File: config.mk
export PLATFORM = sky130hd
export DESIGN_NAME = regfile_mp_sb
export DESIGN_NICKNAME = d
export VERILOG_FILES = /design/src/rtl/cpu_pkg.sv /design/src/rtl/regfile_rd_port.sv /design/src/rtl/regfile_mp_sb.sv
export SDC_FILE = /design/constraint.sdc
export NUM_CORES = 1
export LEC_CHECK = 0
export CAP_MARGIN = 20
export CORE_ASPECT_RATIO = 1.1
export CORE_MARGIN = 2
export CORE_UTILIZATION = 50
export DETAILED_ROUTE_END_ITERATION = 12
export PLACE_DENSITY = 0.83
export SLEW_MARGIN = 10
export SYNTH_ARGS = -nofsm -noshare
export SYNTH_HDL_FRONTEND = slang
export SYNTH_SLANG_ARGS = --single-unit
File: constraint.sdc
create_clock -name clk -period 3.42 [get_ports clk]
set_input_delay 1.026 -clock clk [delete_from_list [all_inputs] [get_ports clk]]
set_output_delay 1.026 -clock clk [all_outputs]
set_load 0.02 [all_outputs]
File: src/rtl/cpu_pkg.sv
// Shared datapath sizing for the mini CPU: register width, register count and
// the address-width derivation used by decode, hazard logic and the register file.
package cpu_pkg;

  localparam int CPU_DATA_W   = 8;
  localparam int CPU_NUM_REGS = 4;

  function automatic int cpu_addr_w(input int num_regs);
    return (num_regs <= 2) ? 1 : $clog2(num_regs);
  endfunction

endpackage

File: src/rtl/regfile_rd_port.sv
// One combinational read port: committed value and busy bit, overridden by
// same-cycle write data when forwarding is enabled, and forced to zero for a hardwired R0.
module regfile_rd_port
  import cpu_pkg::*;
#(
  parameter int DATA_W   = CPU_DATA_W,
  parameter int NUM_REGS = CPU_NUM_REGS,
  parameter int BYPASS   = 1,
  parameter int ZERO_R0  = 0,
  localparam int ADDR_W  = cpu_addr_w(NUM_REGS)
) (
  input  logic [ADDR_W-1:0]   ra,
  input  logic [DATA_W-1:0]   regs [NUM_REGS],
  input  logic [NUM_REGS-1:0] busy,
  input  logic                we0,
  input  logic [ADDR_W-1:0]   wa0,
  input  logic [DATA_W-1:0]   wd0,
  input  logic                we1,
  input  logic [ADDR_W-1:0]   wa1,
  input  logic [DATA_W-1:0]   wd1,
  output logic [DATA_W-1:0]   rd,
  output logic                rd_busy
);

  logic [DATA_W-1:0] w_rd;
  logic              w_busy;

  always_comb begin
    w_rd   = regs[ra];
    w_busy = busy[ra];
    // Forwarded data is already available, so the consumer need not stall.
    if (BYPASS != 0) begin
      if (we1 && (wa1 == ra)) begin
        w_rd   = wd1;
        w_busy = 1'b0;
      end else if (we0 && (wa0 == ra)) begin
        w_rd   = wd0;
        w_busy = 1'b0;
      end
    end
    if ((ZERO_R0 != 0) && (ra == '0)) begin
      w_rd   = '0;
      w_busy = 1'b0;
    end
  end

  assign rd      = w_rd;
  assign rd_busy = w_busy;

endmodule

File: src/rtl/regfile_mp_sb.sv
// Multi-port register file: two combinational reads, two writes (port 1 wins on
// collision), optional forwarding and hardwired R0, plus a per-register busy scoreboard.
module regfile_mp_sb
  import cpu_pkg::*;
#(
  parameter int DATA_W   = CPU_DATA_W,
  parameter int NUM_REGS = CPU_NUM_REGS,
  parameter int BYPASS   = 1,
  parameter int ZERO_R0  = 0,
  localparam int ADDR_W  = cpu_addr_w(NUM_REGS)
) (
  input  logic                       clk,
  input  logic                       rst_n,
  input  logic [ADDR_W-1:0]          ra1,
  input  logic [ADDR_W-1:0]          ra2,
  output logic [DATA_W-1:0]          rd1,
  output logic [DATA_W-1:0]          rd2,
  output logic                       rd1_busy,
  output logic                       rd2_busy,
  input  logic                       we0,
  input  logic [ADDR_W-1:0]          wa0,
  input  logic [DATA_W-1:0]          wd0,
  input  logic                       we1,
  input  logic [ADDR_W-1:0]          wa1,
  input  logic [DATA_W-1:0]          wd1,
  input  logic                       iss_valid,
  input  logic [ADDR_W-1:0]          iss_addr,
  output logic                       wr_conflict,
  output logic [NUM_REGS*DATA_W-1:0] regs_flat
);

  logic [DATA_W-1:0]   r_regs [NUM_REGS];
  logic [NUM_REGS-1:0] r_busy;
  logic                r_conflict;

  logic w_we0;
  logic w_we1;
  logic w_set;

  // Writes and issues aimed at a hardwired R0 vanish before they reach any state.
  assign w_we0 = we0 && !((ZERO_R0 != 0) && (wa0 == '0));
  assign w_we1 = we1 && !((ZERO_R0 != 0) && (wa1 == '0));
  assign w_set = iss_valid && !((ZERO_R0 != 0) && (iss_addr == '0));

  always_ff @(posedge clk or negedge rst_n) begin
    if (!rst_n) begin
      for (int i = 0; i < NUM_REGS; i++) begin
        r_regs[i] <= '0;
      end
    end else begin
      for (int i = 0; i < NUM_REGS; i++) begin
        if (w_we1 && (wa1 == ADDR_W'(i))) begin
          r_regs[i] <= wd1;
        end else if (w_we0 && (wa0 == ADDR_W'(i))) begin
          r_regs[i] <= wd0;
        end
      end
    end
  end

  // A new producer issued in the same cycle an older one retires keeps the register busy.
  always_ff @(posedge clk or negedge rst_n) begin
    if (!rst_n) begin
      r_busy <= '0;
    end else begin
      for (int i = 0; i < NUM_REGS; i++) begin
        if (w_set && (iss_addr == ADDR_W'(i))) begin
          r_busy[i] <= 1'b1;
        end else if ((w_we0 && (wa0 == ADDR_W'(i))) || (w_we1 && (wa1 == ADDR_W'(i)))) begin
          r_busy[i] <= 1'b0;
        end
      end
    end
  end

  always_ff @(posedge clk or negedge rst_n) begin
    if (!rst_n) begin
      r_conflict <= 1'b0;
    end else begin
      r_conflict <= w_we0 && w_we1 && (wa0 == wa1);
    end
  end

  assign wr_conflict = r_conflict;

  generate
    for (genvar g = 0; g < NUM_REGS; g++) begin : g_flat
      assign regs_flat[g*DATA_W +: DATA_W] = r_regs[g];
    end
  endgenerate

  regfile_rd_port #(
    .DATA_W   (DATA_W),
    .NUM_REGS (NUM_REGS),
    .BYPASS   (BYPASS),
    .ZERO_R0  (ZERO_R0)
  ) u_rd1 (
    .ra      (ra1),
    .regs    (r_regs),
    .busy    (r_busy),
    .we0     (w_we0),
    .wa0     (wa0),
    .wd0     (wd0),
    .we1     (w_we1),
    .wa1     (wa1),
    .wd1     (wd1),
    .rd      (rd1),
    .rd_busy (rd1_busy)
  );

  regfile_rd_port #(
    .DATA_W   (DATA_W),
    .NUM_REGS (NUM_REGS),
    .BYPASS   (BYPASS),
    .ZERO_R0  (ZERO_R0)
  ) u_rd2 (
    .ra      (ra2),
    .regs    (r_regs),
    .busy    (r_busy),
    .we0     (w_we0),
    .wa0     (wa0),
    .wd0     (wd0),
    .we1     (w_we1),
    .wa1     (wa1),
    .wd1     (wd1),
    .rd      (rd2),
    .rd_busy (rd2_busy)
  );

endmodule
# Word-level counts from Yosys, hierarchy flattened
# Cells that the tools add are included.
[totals] latch_bits=0 output_inout_bits=51 mem_bits_rw=0 memories=0 romBits=0 input_bits=31 elab_cells=96 register_bits=37
[classes] n_bitwise=2 n_reduce_logical=33 n_shift=0 muxes=34 n_addsub=0 div=0 eq_ne=14 n_lt_le_gt_ge=4 multipliers=0
[op_table] cell="2-to-1 mux 8 bit" count=16
[op_table] cell="binary-select mux 8 bit (select 2 bit)" count=2
[op_table] cell="logical AND 1 bit" count=18
[op_table] cell="nonzero test 2 bit" count=8
[op_table] cell="2-to-1 mux 1 bit" count=14
[op_table] cell="== test 2 bit, second input constant" count=6
[op_table] cell="== test 2 bit" count=5
[op_table] cell="== test 2 x 1 -> 1 bit, second input constant" count=3
[op_table] cell="greater-or-equal comparator 3 bit, second input constant" count=2
[op_table] cell="logical NOT 2 bit" count=3
[op_table] cell="less-than comparator 2 x 3 -> 1 bit, second input constant" count=2
[op_table] cell="NOT 2 -> 3 bit" count=2
[op_table] cell="binary-select mux 1 bit (select 2 bit)" count=2
[op_table] cell="logical OR 1 bit" count=4

# Depth between registers and ports, before layout
[logic_depth] ltp_word=6 depth_mapped=6 depth_no_buf=3

# Cells and area by module
# A second synthesis with hierarchy kept.
[unflattened] hier_cells=314 hier_area_um2=2884.0
[modules_own_cells] mod="regfile_mp_sb" seq_area_each_um2=925.9 cells_each=204 area_each_um2=1722.9 n_inst=1
[modules_own_cells] mod="regfile_rd_port" seq_area_each_um2=0.0 cells_each=55 area_each_um2=580.6 n_inst=2

# Worst setup path after synthesis
# No wires, ideal clock.
[synth_timing] path_type="input port to output port" startpoint="input wa1[0]" endpoint="output rd1[6]" t_arrival_ns=2.265 slack_ns=0.129 stages=5 required_time_ns=2.394 n_path_buf=2 cell_sequence="buf_6 -> xor2_4 -> or3_1 -> buf_6 -> a31oi_1"
[synth_via] elab_chain_cells=3
[synth_rtl] item="start: declaration" line_no="regfile_mp_sb.sv:24" text="input logic [ADDR_W-1:0] wa1,"
[synth_rtl] item="== test 2 bit" line_no="regfile_rd_port.sv:33" text="if (we1 && (wa1 == ra)) begin"
[synth_rtl] item="logical AND 1 bit" line_no="regfile_rd_port.sv:33"
[synth_rtl] item="2-to-1 mux 8 bit" line_no="regfile_rd_port.sv:33"
[synth_rtl] item="end: declaration" line_no="regfile_mp_sb.sv:16" text="output logic [DATA_W-1:0] rd1,"
# No other way between the ends.

# Worst setup path after layout
[layout_timing] startpoint="input wa1[0]" endpoint="output rd1[3]"
# The elaborated chain is that of the path after synthesis.

==> load_flow_metrics.sql <==
INSERT INTO impl_metrics (metric_group, metric, value, unit) VALUES
('grt', 'grt_util_met3', '0.0693', ''),
('sta', 'finalWorstSetupSlack', '-0.103', 'ns'),
('sta', 'timing.fmax', '0.284', 'GHz'),
('synthesis', 'yosys-top-cells-count', 'sky130_fd_sc_hd__dfrtp_1 (37), sky130_fd_sc_hd__mux2i_1 (32), sky130_fd_sc_hd__a21oi_1 (24), sky130_fd_sc_hd__nor2_1 (24), sky130_fd_sc_hd__nor4_1 (17)', ''),
('worst_setup_path', 'startpoint', 'wa1[0]', ''),
('power', 'power.density_cell_area', '444', 'nW/um^2'),
('synthesis', 'most_area_hungry_cell_type_in_the_yosys_netlist', 'sky130_fd_sc_hd__dfrtp_1', ''),
('grt', 'global_route_wire_length_before_repair', '19200', 'um'),
('clock_network', 'clkSinkCount', '37', ''),
('status', 'violations', 'negative setup slack', ''),
('sta', 'final_max_slew_viol_count', '0', ''),
('synthesis', 'synth_enable_flop_cells', '0', ''),
('synthesis', 'synthesis.nets', '310', ''),
('synthesis', 'postSynthRegisterBits', '37', ''),
('run', 'cap_violations', '0', ''),
('sta', 'period_share', '1.03', ''),
('final_layout', 'layout-area-overhead-vs-synth', '64.7', '%'),
('floorplan', 'initial_utilization', '0.508', ''),
('worst_setup_path', 'cp_data_arrival_time', '2.50', 'ns'),
('clock_network', 'cts.htree.levels', '2', ''),
('synthesis', 'synth_top_area_frac', '0.320', ''),
('final_layout', 'final_layout_size_suffix_gt1_frac', '0.407', ''),
('final_layout', 'fill_cells', '295', ''),
('grt', 'use_met2', '0.625', ''),
('detailed_routing', 'route.antenna.remaining_nets', '0', ''),
('final_layout', 'num-nets-final', '448', ''),
('worst_setup_path', 'max_stage_delay', '0.49', 'ns'),
('clock_network', 'cts_hold_buffers', '0', ''),
('synthesis', 'synth.yosys.warnings', '0', ''),
('detailed_routing', 'postRouteWirelength', '13600', 'um'),
('clock_network', 'clk_pin_slew_worst_paths', '0.08', 'ns'),
('place', 'port_buffers', '81', ''),
('hold_path', 'worstHoldPathType', 'reg2reg', ''),
('floorplan', 'dieHeight', '83.8', 'um'),
('detailed_routing', 'drt-vias-per-instance', '7.09', ''),
('worst_setup_path', 'critical_path.cell_chain', 'clkdlybuf4s15_1 -> buf_6 -> xor2_4 -> buf_4 -> nor4_1 -> a31oi_2 -> buf_2', ''),
('detailed_routing', 'drc', '0', ''),
('floorplan', 'horizontal_extent_of_the_die', '76.5', 'um'),
('worst_setup_path', 'setup.worst_path.start_class', 'input port', ''),
('detailed_routing', 'detail_route.iter0.violations', '572', ''),
('worst_setup_path', 'rr_startpoint', 'regs_flat[8]', ''),
('synthesis', 'netlist_top_cells_area', 'sky130_fd_sc_hd__dfrtp_1 (32%), sky130_fd_sc_hd__mux2i_1 (11%), sky130_fd_sc_hd__mux4_2 (8.6%), sky130_fd_sc_hd__mux4_1 (6.4%), sky130_fd_sc_hd__a21oi_1 (4.2%)', ''),
('grt', 'grt_start_max_net_pins', '38', ''),
('grt', 'antenna_violations_before_repair', '0', ''),
('grt', 'global_route_total_usage_across_every_layer', '0.389', ''),
('worst_setup_path', 'setup.worst_path.class', 'in2out', ''),
('detailed_routing', 'routed-via-count', '3510', ''),
('grt', 'number_of_global_route_vias_before_repair', '3418', ''),
('floorplan', 'core_box_area', '5700', 'sq um'),
('status', 'run_status', 'complete, but fails checks', ''),
('final_layout', 'ant_cells', '0', ''),
('sta', 'finalSetupViolations', '4', ''),
('clock_network', 'clockRootBuffer', 'sky130_fd_sc_hd__clkbuf_8', ''),
('floorplan', 'overall_die_area', '6410', 'sq um'),
('clock_network', 'numCtsBuffers', '5', ''),
('sta', 'whs', '0.543', 'ns'),
('detailed_routing', 'wire_per_inst', '27.4', 'um'),
('worst_setup_path', 'timing.critical_path.slowest_stage_cell', 'sky130_fd_sc_hd__nor4_1', ''),
('place', 'gpl.final_weighted_congestion', '0.957', ''),
('clock_network', 'clkLatencyLatePin', '0.29', 'ns'),
('synthesis', 'post_synth.cell_area_avg', '10.4', 'sq um'),
('grt', 'busiest_layer', 'met2', ''),
('worst_setup_path', 'worst_setup_path_end_kind', 'output port', ''),
('clock_network', 'max-clock-path-buffers', '2', ''),
('sta', 'timing.final.crit_period', '3.52', 'ns'),
('place', 'detailedPlacementHpwl', '7550', 'um'),
('power', 'p_leak', '1.96', 'nW'),
('floorplan', 'std_cell_rows', '29', ''),
('grt', 'grt.overflow.total', '0', ''),
('synthesis', 'ys_async_sr_fraction', '1.00', ''),
('power', 'worst_ir_drop_vdd', '0.000293', 'V');
==> registers in the layout (all words and copies together) (netlist names) <==
| name | cells |
|---|---|
| regs_flat | 32 |
| r_busy | 4 |
| wr_conflict | 1 |
==> report_power, final <==
| part | internal [mW] | switching, mW | leakage (nW) | total (mW) |
|---|---|---|---|---|
| logic | 0.522 | 0.578 | 1.48 | 1.10 |
| clock network | 0.237 | 0.174 | 0.0574 | 0.411 |
| registers | 0.513 | 0.0946 | 0.430 | 0.608 |
| total | 1.27 | 0.846 | 1.96 | 2.12 |
==> critical path: cells and delay by family <==
family,cells,cell delay [ns]
buffers and inverters,4,0.70
and+or+nand+nor,1,0.49
xor gates and xnor gates,1,0.19
AOI/OAI and AO/OA,1,0.09
==> through the flow <==
stage | TNS, ns | power, mW | std cells | instance area (sq um)
after floorplan | 0 | 1.05 | 279 | 2890
after global placement | -14.20 | 1.51 | 479 | 4180
after detailed placement | -14.36 | 1.53 | 479 | 4180
after CTS | 0 | 1.99 | 494 | 4590
after global routing | -0.352 | 2.17 | 495 | 4770
final | -0.217 | 2.12 | 495 | 4770
==> routing by layer <==
| metal | vias up | part of all wire |
|---|---|---|
| met1 | 1650 | 0.35 |
| met4 | 0 | 0.073 |
| li1 | 1375 | - |
| met2 | 381 | 0.46 |
| met3 | 104 | 0.11 |
| met5 | - | 0 |
==> placed cells by master, fill, tap and decap left out, types with 3 or more instances in the layout <==
cell / count
sky130_fd_sc_hd__dfrtp_1: 37
sky130_fd_sc_hd__nand3b_1: 5
sky130_fd_sc_hd__clkbuf_2: 3
sky130_fd_sc_hd__a21oi_1: 24
sky130_fd_sc_hd__mux2i_1: 32
sky130_fd_sc_hd__o31ai_2: 4
sky130_fd_sc_hd__or3_4: 4
sky130_fd_sc_hd__xor2_4: 4
sky130_fd_sc_hd__a31oi_1: 5
sky130_fd_sc_hd__buf_2: 10
sky130_fd_sc_hd__clkbuf_8: 6
sky130_fd_sc_hd__buf_6: 11
sky130_fd_sc_hd__mux4_2: 15
sky130_fd_sc_hd__a31oi_2: 6
sky130_fd_sc_hd__clkdlybuf4s50_1: 53
sky130_fd_sc_hd__buf_12: 3
sky130_fd_sc_hd__nand4_1: 16
sky130_fd_sc_hd__mux4_1: 3
sky130_fd_sc_hd__buf_4: 63
sky130_fd_sc_hd__o31ai_4: 11
sky130_fd_sc_hd__nand3_1: 3
sky130_fd_sc_hd__xor2_2: 4
sky130_fd_sc_hd__a31oi_4: 5
sky130_fd_sc_hd__nor4_1: 10
sky130_fd_sc_hd__nor2_1: 24
sky130_fd_sc_hd__nor4_2: 7
sky130_fd_sc_hd__o21ai_0: 11
sky130_fd_sc_hd__nand2_1: 10
sky130_fd_sc_hd__buf_8: 3
==> cell type report <==
cell class | count | area, sq um | share of cell area
timing repair buffer | 153 | 1380 | 0.290
clock inverter | 2 | 37.5 | 0.00787
inverter | 3 | 12.5 | 0.00262
clock buffer | 6 | 82.6 | 0.0173
sequential | 37 | 926 | 0.194
tap | 77 | 96.3 | 0.0202
multi-input combinational | 217 | 2230 | 0.468
==> worst paths after layout <==
kind | endpoint | slack, ns | cells after the start
worst max register to register | regs_flat[8] | 2.50 | 2
worst max-delay path | rd1[3] | -0.10 | 7
worst min register to register | r_busy[1] | 0.54 | 2
max in group asynchronous | regs_flat[24] | 1.90 | 2
worst min-delay path | r_busy[1] | 0.54 | 2
min in group asynchronous | regs_flat[14] | 1.16 | 2
==> cell families after synthesis <==
| group | after synthesis | share of synthesized area |
|---|---|---|
| mux | 50 | 0.260 |
| xor+xnor | 14 | 0.0709 |
| flops | 37 | 0.320 |
| buf+inv | 27 | 0.0558 |
| compound gates | 70 | 0.146 |
| simple gates | 81 | 0.148 |
==> what timing repair did <==
item,in CTS,in global routing
setup endpoints to repair,18,16
cloned,2,1
gates resized for setup,168,42
buffers inserted,5,0
pin swaps,7,8
No activity file was read; power rests on OpenSTA's default activity.
